## config.mk

```make
export PLATFORM = sky130hd
export DESIGN_NAME = de_em_pipe_flat
export DESIGN_NICKNAME = d
export VERILOG_FILES = /design/src/rtl/mips_pkg.sv /design/src/rtl/de_em_pipe_if.sv /design/src/rtl/pipe_field_reg.sv /design/src/rtl/de_em_pipe.sv /design/src/flat_wrapper.sv
export SDC_FILE = /design/constraint.sdc
export NUM_CORES = 1
export LEC_CHECK = 0
export ABC_CLOCK_PERIOD_IN_PS = 4600
export CELL_PAD_IN_SITES_DETAIL_PLACEMENT = 1
export CELL_PAD_IN_SITES_GLOBAL_PLACEMENT = 2
export CORE_MARGIN = 3
export CORE_UTILIZATION = 26
export CTS_BUF_LIST = sky130_fd_sc_hd__clkbuf_8 sky130_fd_sc_hd__clkbuf_16
export CTS_CLUSTER_SIZE = 28
export DETAILED_ROUTE_END_ITERATION = 6
export GPL_ROUTABILITY_DRIVEN = 0
export HOLD_SLACK_MARGIN = 0.06
export PLACE_DENSITY_LB_ADDON = 0.25
export SYNTH_ARGS = -nofsm -noshare
export SYNTH_HDL_FRONTEND = slang
export SYNTH_HIERARCHICAL = 1
export SYNTH_SLANG_ARGS = --single-unit
```

## constraint.sdc

```tcl
create_clock -name clk -period 4.6 [get_ports clk]
set_input_delay 1.38 -clock clk [delete_from_list [all_inputs] [get_ports clk]]
set_output_delay 1.38 -clock clk [all_outputs]
set_load 0.02 [all_outputs]
```

## src/rtl/mips_pkg.sv

```systemverilog
// Shared constants for the 5-stage MIPS pipeline: bubble encoding, register
// zero and the Tnew encodings used by the stall/forward unit.
package mips_pkg;

  // All-zero word is "sll $0,$0,0", the canonical nop.
  localparam logic [31:0] NOP_INSTR = 32'h0;

  // Largest legal Tnew at E entry; anything larger is clamped to this.
  localparam int TNEW_MAX = 2;

  // Tnew at E entry: result already available, ALU result next stage, load.
  localparam int TNEW_NONE = 0;
  localparam int TNEW_ALU  = 1;
  localparam int TNEW_LOAD = 2;

  // Writes to $0 are architecturally discarded.
  localparam logic [4:0] REG_ZERO = 5'd0;

endpackage

```

## src/rtl/de_em_pipe_if.sv

```systemverilog
// Signal bundle between the D/E/M pipeline registers and the surrounding
// core: D-stage inputs, E-stage results, and the registered E/M outputs.
interface de_em_pipe_if #(
  parameter int DW = 32,
  parameter int TW = 2
);

  logic          stall;
  logic          flush_e;
  logic [DW-1:0] instr_d;
  logic [DW-1:0] pc_d;
  logic [DW-1:0] rs_d;
  logic [DW-1:0] rt_d;
  logic [4:0]    A1_D;
  logic [4:0]    A2_D;
  logic [4:0]    A3_D;
  logic          regwrite_d;
  logic [TW-1:0] tnew_d;
  logic [DW-1:0] alu_e;
  logic [DW-1:0] rt_fwd_e;

  logic [DW-1:0] instr_e;
  logic [DW-1:0] pc_e;
  logic [DW-1:0] rs_e;
  logic [DW-1:0] rt_e;
  logic [4:0]    A1_E;
  logic [4:0]    A2_E;
  logic [4:0]    A3_E;
  logic          regwrite_e;
  logic [TW-1:0] tnew_E;
  logic [DW-1:0] instr_m;
  logic [DW-1:0] pc_m;
  logic [DW-1:0] alu_m;
  logic [DW-1:0] rt_m;
  logic [4:0]    A2_M;
  logic [4:0]    A3_M;
  logic          regwrite_m;
  logic [TW-1:0] tnew_M;
  logic [15:0]   bubble_cnt;

  // Core side: drives D/E-stage values, observes pipeline register state.
  modport master (
    output stall, flush_e, instr_d, pc_d, rs_d, rt_d, A1_D, A2_D, A3_D,
           regwrite_d, tnew_d, alu_e, rt_fwd_e,
    input  instr_e, pc_e, rs_e, rt_e, A1_E, A2_E, A3_E, regwrite_e, tnew_E,
           instr_m, pc_m, alu_m, rt_m, A2_M, A3_M, regwrite_m, tnew_M,
           bubble_cnt
  );

  // Pipeline register side.
  modport slave (
    input  stall, flush_e, instr_d, pc_d, rs_d, rt_d, A1_D, A2_D, A3_D,
           regwrite_d, tnew_d, alu_e, rt_fwd_e,
    output instr_e, pc_e, rs_e, rt_e, A1_E, A2_E, A3_E, regwrite_e, tnew_E,
           instr_m, pc_m, alu_m, rt_m, A2_M, A3_M, regwrite_m, tnew_M,
           bubble_cnt
  );

endinterface

```

## src/rtl/pipe_field_reg.sv

```systemverilog
// Generic pipeline field register: synchronous active-low reset to zero,
// clear-to-constant (used for bubble insertion) and load enable.
module pipe_field_reg #(
  parameter int           W       = 8,
  parameter logic [W-1:0] CLR_VAL = '0
) (
  input  logic         clk,
  input  logic         reset,
  input  logic         load,
  input  logic         clear,
  input  logic [W-1:0] d,
  output logic [W-1:0] q
);

  // Reset wins over clear, clear wins over load.
  always_ff @(posedge clk) begin
    if (!reset)
      q <= '0;
    else if (clear)
      q <= CLR_VAL;
    else if (load)
      q <= d;
  end

endmodule

```

## src/rtl/de_em_pipe.sv

```systemverilog
// D->E and E->M pipeline registers with hazard metadata (addresses, write
// enable, Tnew). A stall or E flush replaces the instruction entering E with
// a bubble while M keeps advancing; bubbles are counted in a saturating
// performance counter.
module de_em_pipe
  import mips_pkg::*;
#(
  parameter int DW = 32,
  parameter int TW = 2
) (
  input logic         clk,
  input logic         reset,
  de_em_pipe_if.slave bus
);

  typedef struct packed {
    logic [DW-1:0] instr;
    logic [DW-1:0] rs;
    logic [DW-1:0] rt;
    logic [4:0]    a1;
    logic [4:0]    a2;
    logic [4:0]    a3;
    logic          regwrite;
    logic [TW-1:0] tnew;
  } de_t;

  typedef struct packed {
    logic [DW-1:0] instr;
    logic [DW-1:0] pc;
    logic [DW-1:0] alu;
    logic [DW-1:0] rt;
    logic [4:0]    a2;
    logic [4:0]    a3;
    logic          regwrite;
    logic [TW-1:0] tnew;
  } em_t;

  localparam int            DE_W      = $bits(de_t);
  localparam int            EM_W      = $bits(em_t);
  localparam logic [DE_W-1:0] DE_BUBBLE = {DW'(NOP_INSTR), {(DE_W-DW){1'b0}}};
  localparam logic [TW-1:0] TNEW_CAP  = TW'(TNEW_MAX);
  localparam logic [TW-1:0] TNEW_ZERO = TW'(TNEW_NONE);

  logic          bubble;
  de_t           de_next;
  de_t           de_q;
  logic [DW-1:0] pc_e_q;
  em_t           em_next;
  em_t           em_q;
  logic [15:0]   bubble_cnt_q;

  assign bubble = bus.stall | bus.flush_e;

  // Sanitise D-stage metadata: clamp illegal Tnew, drop writes to $0.
  always_comb begin
    de_next          = '0;
    de_next.instr    = bus.instr_d;
    de_next.rs       = bus.rs_d;
    de_next.rt       = bus.rt_d;
    de_next.a1       = bus.A1_D;
    de_next.a2       = bus.A2_D;
    de_next.a3       = bus.A3_D;
    de_next.regwrite = bus.regwrite_d && (bus.A3_D != REG_ZERO);
    de_next.tnew     = (bus.tnew_d > TNEW_CAP) ? TNEW_CAP : bus.tnew_d;
  end

  // Payload advancing from E to M; Tnew counts down and sticks at zero.
  always_comb begin
    em_next          = '0;
    em_next.instr    = de_q.instr;
    em_next.pc       = pc_e_q;
    em_next.alu      = bus.alu_e;
    em_next.rt       = bus.rt_fwd_e;
    em_next.a2       = de_q.a2;
    em_next.a3       = de_q.a3;
    em_next.regwrite = de_q.regwrite;
    em_next.tnew     = (de_q.tnew == TNEW_ZERO) ? TNEW_ZERO : de_q.tnew - 1'b1;
  end

  // D/E bundle: bubble clears everything except the PC.
  pipe_field_reg #(.W(DE_W), .CLR_VAL(DE_BUBBLE)) u_de_reg (
    .clk   (clk),
    .reset (reset),
    .load  (1'b1),
    .clear (bubble),
    .d     (de_next),
    .q     (de_q)
  );

  // The bubble keeps the PC of the held D instruction.
  pipe_field_reg #(.W(DW)) u_de_pc_reg (
    .clk   (clk),
    .reset (reset),
    .load  (1'b1),
    .clear (1'b0),
    .d     (bus.pc_d),
    .q     (pc_e_q)
  );

  // E/M bundle advances every cycle; there is no back-pressure into M.
  pipe_field_reg #(.W(EM_W)) u_em_reg (
    .clk   (clk),
    .reset (reset),
    .load  (1'b1),
    .clear (1'b0),
    .d     (em_next),
    .q     (em_q)
  );

  // Saturating count of bubbles loaded into E.
  always_ff @(posedge clk) begin
    if (!reset)
      bubble_cnt_q <= '0;
    else if (bubble && (bubble_cnt_q != 16'hFFFF))
      bubble_cnt_q <= bubble_cnt_q + 16'd1;
  end

  assign bus.instr_e    = de_q.instr;
  assign bus.pc_e       = pc_e_q;
  assign bus.rs_e       = de_q.rs;
  assign bus.rt_e       = de_q.rt;
  assign bus.A1_E       = de_q.a1;
  assign bus.A2_E       = de_q.a2;
  assign bus.A3_E       = de_q.a3;
  assign bus.regwrite_e = de_q.regwrite;
  assign bus.tnew_E     = de_q.tnew;
  assign bus.instr_m    = em_q.instr;
  assign bus.pc_m       = em_q.pc;
  assign bus.alu_m      = em_q.alu;
  assign bus.rt_m       = em_q.rt;
  assign bus.A2_M       = em_q.a2;
  assign bus.A3_M       = em_q.a3;
  assign bus.regwrite_m = em_q.regwrite;
  assign bus.tnew_M     = em_q.tnew;
  assign bus.bubble_cnt = bubble_cnt_q;

endmodule

```

## src/flat_wrapper.sv

```systemverilog
// flat-port wrapper written by rule: the top's interface ports become plain ports
module de_em_pipe_flat import mips_pkg::*;
#(
  parameter int DW = 32,
  parameter int TW = 2
)
  (clk, reset, bus_stall, bus_flush_e, bus_instr_d, bus_pc_d, bus_rs_d, bus_rt_d, bus_A1_D, bus_A2_D, bus_A3_D, bus_regwrite_d, bus_tnew_d, bus_alu_e, bus_rt_fwd_e, bus_instr_e, bus_pc_e, bus_rs_e, bus_rt_e, bus_A1_E, bus_A2_E, bus_A3_E, bus_regwrite_e, bus_tnew_E, bus_instr_m, bus_pc_m, bus_alu_m, bus_rt_m, bus_A2_M, bus_A3_M, bus_regwrite_m, bus_tnew_M, bus_bubble_cnt);
  de_em_pipe_if #(.DW(DW), .TW(TW)) bus_i ();
  input logic clk;
  input logic reset;
  input wire logic [$bits(bus_i.stall)-1:0] bus_stall;
  input wire logic [$bits(bus_i.flush_e)-1:0] bus_flush_e;
  input wire logic [$bits(bus_i.instr_d)-1:0] bus_instr_d;
  input wire logic [$bits(bus_i.pc_d)-1:0] bus_pc_d;
  input wire logic [$bits(bus_i.rs_d)-1:0] bus_rs_d;
  input wire logic [$bits(bus_i.rt_d)-1:0] bus_rt_d;
  input wire logic [$bits(bus_i.A1_D)-1:0] bus_A1_D;
  input wire logic [$bits(bus_i.A2_D)-1:0] bus_A2_D;
  input wire logic [$bits(bus_i.A3_D)-1:0] bus_A3_D;
  input wire logic [$bits(bus_i.regwrite_d)-1:0] bus_regwrite_d;
  input wire logic [$bits(bus_i.tnew_d)-1:0] bus_tnew_d;
  input wire logic [$bits(bus_i.alu_e)-1:0] bus_alu_e;
  input wire logic [$bits(bus_i.rt_fwd_e)-1:0] bus_rt_fwd_e;
  output wire logic [$bits(bus_i.instr_e)-1:0] bus_instr_e;
  output wire logic [$bits(bus_i.pc_e)-1:0] bus_pc_e;
  output wire logic [$bits(bus_i.rs_e)-1:0] bus_rs_e;
  output wire logic [$bits(bus_i.rt_e)-1:0] bus_rt_e;
  output wire logic [$bits(bus_i.A1_E)-1:0] bus_A1_E;
  output wire logic [$bits(bus_i.A2_E)-1:0] bus_A2_E;
  output wire logic [$bits(bus_i.A3_E)-1:0] bus_A3_E;
  output wire logic [$bits(bus_i.regwrite_e)-1:0] bus_regwrite_e;
  output wire logic [$bits(bus_i.tnew_E)-1:0] bus_tnew_E;
  output wire logic [$bits(bus_i.instr_m)-1:0] bus_instr_m;
  output wire logic [$bits(bus_i.pc_m)-1:0] bus_pc_m;
  output wire logic [$bits(bus_i.alu_m)-1:0] bus_alu_m;
  output wire logic [$bits(bus_i.rt_m)-1:0] bus_rt_m;
  output wire logic [$bits(bus_i.A2_M)-1:0] bus_A2_M;
  output wire logic [$bits(bus_i.A3_M)-1:0] bus_A3_M;
  output wire logic [$bits(bus_i.regwrite_m)-1:0] bus_regwrite_m;
  output wire logic [$bits(bus_i.tnew_M)-1:0] bus_tnew_M;
  output wire logic [$bits(bus_i.bubble_cnt)-1:0] bus_bubble_cnt;
  assign bus_i.stall = bus_stall;
  assign bus_i.flush_e = bus_flush_e;
  assign bus_i.instr_d = bus_instr_d;
  assign bus_i.pc_d = bus_pc_d;
  assign bus_i.rs_d = bus_rs_d;
  assign bus_i.rt_d = bus_rt_d;
  assign bus_i.A1_D = bus_A1_D;
  assign bus_i.A2_D = bus_A2_D;
  assign bus_i.A3_D = bus_A3_D;
  assign bus_i.regwrite_d = bus_regwrite_d;
  assign bus_i.tnew_d = bus_tnew_d;
  assign bus_i.alu_e = bus_alu_e;
  assign bus_i.rt_fwd_e = bus_rt_fwd_e;
  assign bus_instr_e = bus_i.instr_e;
  assign bus_pc_e = bus_i.pc_e;
  assign bus_rs_e = bus_i.rs_e;
  assign bus_rt_e = bus_i.rt_e;
  assign bus_A1_E = bus_i.A1_E;
  assign bus_A2_E = bus_i.A2_E;
  assign bus_A3_E = bus_i.A3_E;
  assign bus_regwrite_e = bus_i.regwrite_e;
  assign bus_tnew_E = bus_i.tnew_E;
  assign bus_instr_m = bus_i.instr_m;
  assign bus_pc_m = bus_i.pc_m;
  assign bus_alu_m = bus_i.alu_m;
  assign bus_rt_m = bus_i.rt_m;
  assign bus_A2_M = bus_i.A2_M;
  assign bus_A3_M = bus_i.A3_M;
  assign bus_regwrite_m = bus_i.regwrite_m;
  assign bus_tnew_M = bus_i.tnew_M;
  assign bus_bubble_cnt = bus_i.bubble_cnt;
  de_em_pipe #(.DW(DW), .TW(TW)) u_core (.clk(clk), .reset(reset), .bus(bus_i));
endmodule
```

==> results.tsv <==
stage	metric	value	unit
outcome	status	completed	
die	die_area	45500	um^2
synth	ys_types	37	
drt	drc	0	
setup_path	worst-path-buf-inv	1	
synth	synth-xor-area-share	0.235	%
finish	nets	1740	
setup_path	path_class	reg2out	
synth	synth.largest_area_cell	dfxtp_1	
drt	ant_nets	0	
power_and_ir_drop	seq_power_share	42.9	%
clock_network	cts_tree	built	
timing	rsz0062_at_grt	false	
setup_path	crit_arrival	1700	ps
finish	syn2layout_area_growth	59.0	%
clock_network	cts_buffers	39	
drt	vias	9230	
synth	ys_ff_latch	303	
timing	holdWs	526	ps
placement	hpwl	28.8	mm
timing	relSlewSlack	45.7	%
drt	dr.pass1.iters	4	
grt	grt_pass1_vias	9704	
synth	synth_area_leaders	dfxtp_1, mux2i_1, nor2_1	
synth	synth_area	11200	um^2
finish	drive_gt1_share	4.18	%
clock_network	cts_root_buf	clkbuf_16	
power_and_ir_drop	clkPwrFrac	47.0	%
min_path	min_path_type	reg2reg	
die	die_h	213	um
placement	port_buffers	516	
timing	layout_min_cycle_time	3080	ps
finish	fin_area	17800	um^2
setup_path	cpLargestDelayFamily	buffers and inverters	
synth	ys_async_sr_fraction	0	%
clock_network	cts_hold_buf	0	
synth	yosys.area_share.simple	11.9	%
synth	synthFlopType	dfxtp_1	
synth	yosys-top-cells-count	dfxtp_1, nor2_1, mux2i_1	
timing	clock_skew	7.36	ps
synth	synth_compound_gate_area_share	1.86	%
clock_network	clock_latency	530	ps
drt	vias_per_cell	4.40	
die	die_x	213	um
clock_network	htreeDepth	2	
clock_network	cts_num_sinks	303	
job	max_cap_violations	0	
power_and_ir_drop	switching_share	23.3	%
die	row_count	75	
synth	synth_top_area_share	54.3	%
drt	drt_iter0_drc	309	
setup_path	start_kind	flop	
grt	grt-ovfl-total	0	
synth	synth_top_family_by_area	multiplexers	
grt	grt_pass1_wl	59.2	mm
clock_network	clk_pin_slew	60	ps
synth	yosysWarningCount	6	
clock_network	clockBufferDepth	3	
timing	finalCritPeriodShare	67.0	%
setup_path	crit_path_cell_trace	clkdlybuf4s50_1	
timing	tightest_slew	804	ps
power_and_ir_drop	ir_drop	0.223	mV
synth	ys_seq_area_share	54.3	%
clock_network	post_cts_buffers	0	
clock_network	cts_resized	0	
synth	synth_edf_count	0	
power_and_ir_drop	switchingPower	1470	uW
synth	synth_mux_area_share	25.8	%
power_and_ir_drop	power_density	356	nW/um^2
drt	wirelength	41.0	mm
placement	place_area	16500	um^2
synth	synth.most_common_cell	dfxtp_1	
setup_path	crit_slowest_cell	clkdlybuf4s50_1	
setup_path	crit_fanout	8	
die	core_area	42200	um^2
grt	grt_max_degree	142	
timing	hold_viol	0	
timing	setup_viol	0	
timing	slew_violations	0	
synth	synth_area_per_cell	10.8	um^2
setup_path	crit_required	3220	ps
power_and_ir_drop	p_leak	0.00713	uW
power_and_ir_drop	internal_power	4850	uW
setup_path	critPathMaxStageDelay	690	ps
timing	finalSetupTns	0	ps
setup_path	end_kind	output pin	
power_and_ir_drop	comb_power_share	10.1	%
synth	synth_fa_ha_area_share	0.112	%
grt	grt_use_total	17.0	%
finish	nFillCells	4639	
drt	wl_per_cell	19.5	um
grt	antenna_found_initial	2	
die	start_util	26.5	%
die	num_io_pins	517	
timing	fmax	324	MHz
synth	postSynthCellCount	1030	
per-stage QoR:
| step | util, % | setup slack (ps) | total power, uW | instances |
|---|---|---|---|---|
| after global routing | 42.0 | 1430 | 6600 | 2095 |
| after detailed placement | 39.0 | 1240 | 3390 | 2023 |
| after global placement | 39.0 | 1260 | 3380 | 2023 |
| final | 42.1 | 1520 | 6320 | 2097 |
| after floorplan | - | 1910 | 3100 | 1033 |
| after CTS | 42.0 | 1470 | 6430 | 2094 |
state kept, by name (all words and copies together) (netlist names):
name and count:
u_core/u_de_pc_reg/q 32, u_core/bus.bubble_cnt 16, u_core/u_de_reg/q 114, u_core/u_em_reg/q 141
worst paths after layout:
check / to / slack, ps / cells past startpoint / start
setup / recovery: bus_bubble_cnt[7] / 1520 / 1 / u_core/bus.bubble_cnt[7]$_SDFFE_PN0P_
hold / removal: u_core/u_em_reg/q[117]$_SDFFE_PP0P_ / 530 / 2 / u_core/u_de_reg/q[90]$_SDFFE_PP0P_
setup reg to reg: u_core/bus.bubble_cnt[14]$_SDFFE_PN0P_ / 2660 / 4 / u_core/bus.bubble_cnt[7]$_SDFFE_PN0P_
hold reg to reg: u_core/u_em_reg/q[117]$_SDFFE_PP0P_ / 530 / 2 / u_core/u_de_reg/q[90]$_SDFFE_PP0P_
layout by cell type, fill, tap and decap left out, types with 2 or more instances in the layout:
cell / count
conb_1: 5
nor2_1: 291
clkbuf_16: 41
xnor2_1: 3
clkbuf_8: 10
buf_12: 2
nor2b_1: 2
nand2b_1: 2
nand4_1: 5
dfxtp_1: 303
and4_1: 2
nand3_1: 2
o31ai_1: 5
a21oi_1: 11
buf_4: 3
clkdlybuf4s50_1: 516
mux2i_1: 288
o311ai_0: 2
or3_1: 6
o21ai_0: 6
or4_1: 6
diode_2: 3
inv_1: 19
nand2b_4: 2
nand2_1: 5
clkinv_2: 3
kinds of logic after synthesis:
kind of cell | after synthesis
fa+ha+maj | 1
simple gates | 328
other cells | 2
flops | 303
compound gates | 31
buf+inv | 74
mux | 288
xor+xnor | 3
final cells by class:
type / instances / area (um^2) / area share (%)
diodes: 3 / 7.51 / 0.0423
inverters: 4 / 15.0 / 0.0845
repair buffers: 521 / 5230 / 29.4
well taps: 539 / 674 / 3.80
clock inverters: 20 / 110 / 0.620
multi-input cells: 656 / 4490 / 25.3
flip-flops and latches: 303 / 6070 / 34.2
clock buffers: 51 / 1160 / 6.55
power groups by stage:
stage                     Clock, uW  Combinational [uW]  Sequential, uW
after floorplan                   0                 274            2830
final                          2970                 636            2710
after CTS                      3090                 627            2710
after global routing           3200                 681            2720
after global placement            0                 618            2770
after detailed placement          0                 624            2770
layer usage:
metal	global-route usage [%]	share of wire, %
met1	18.5	38
met4	5.58	2.3
met5	0	0.044
met3	7.30	9.9
met2	29.8	50
Note: power is estimated with default switching activity, not from simulation.
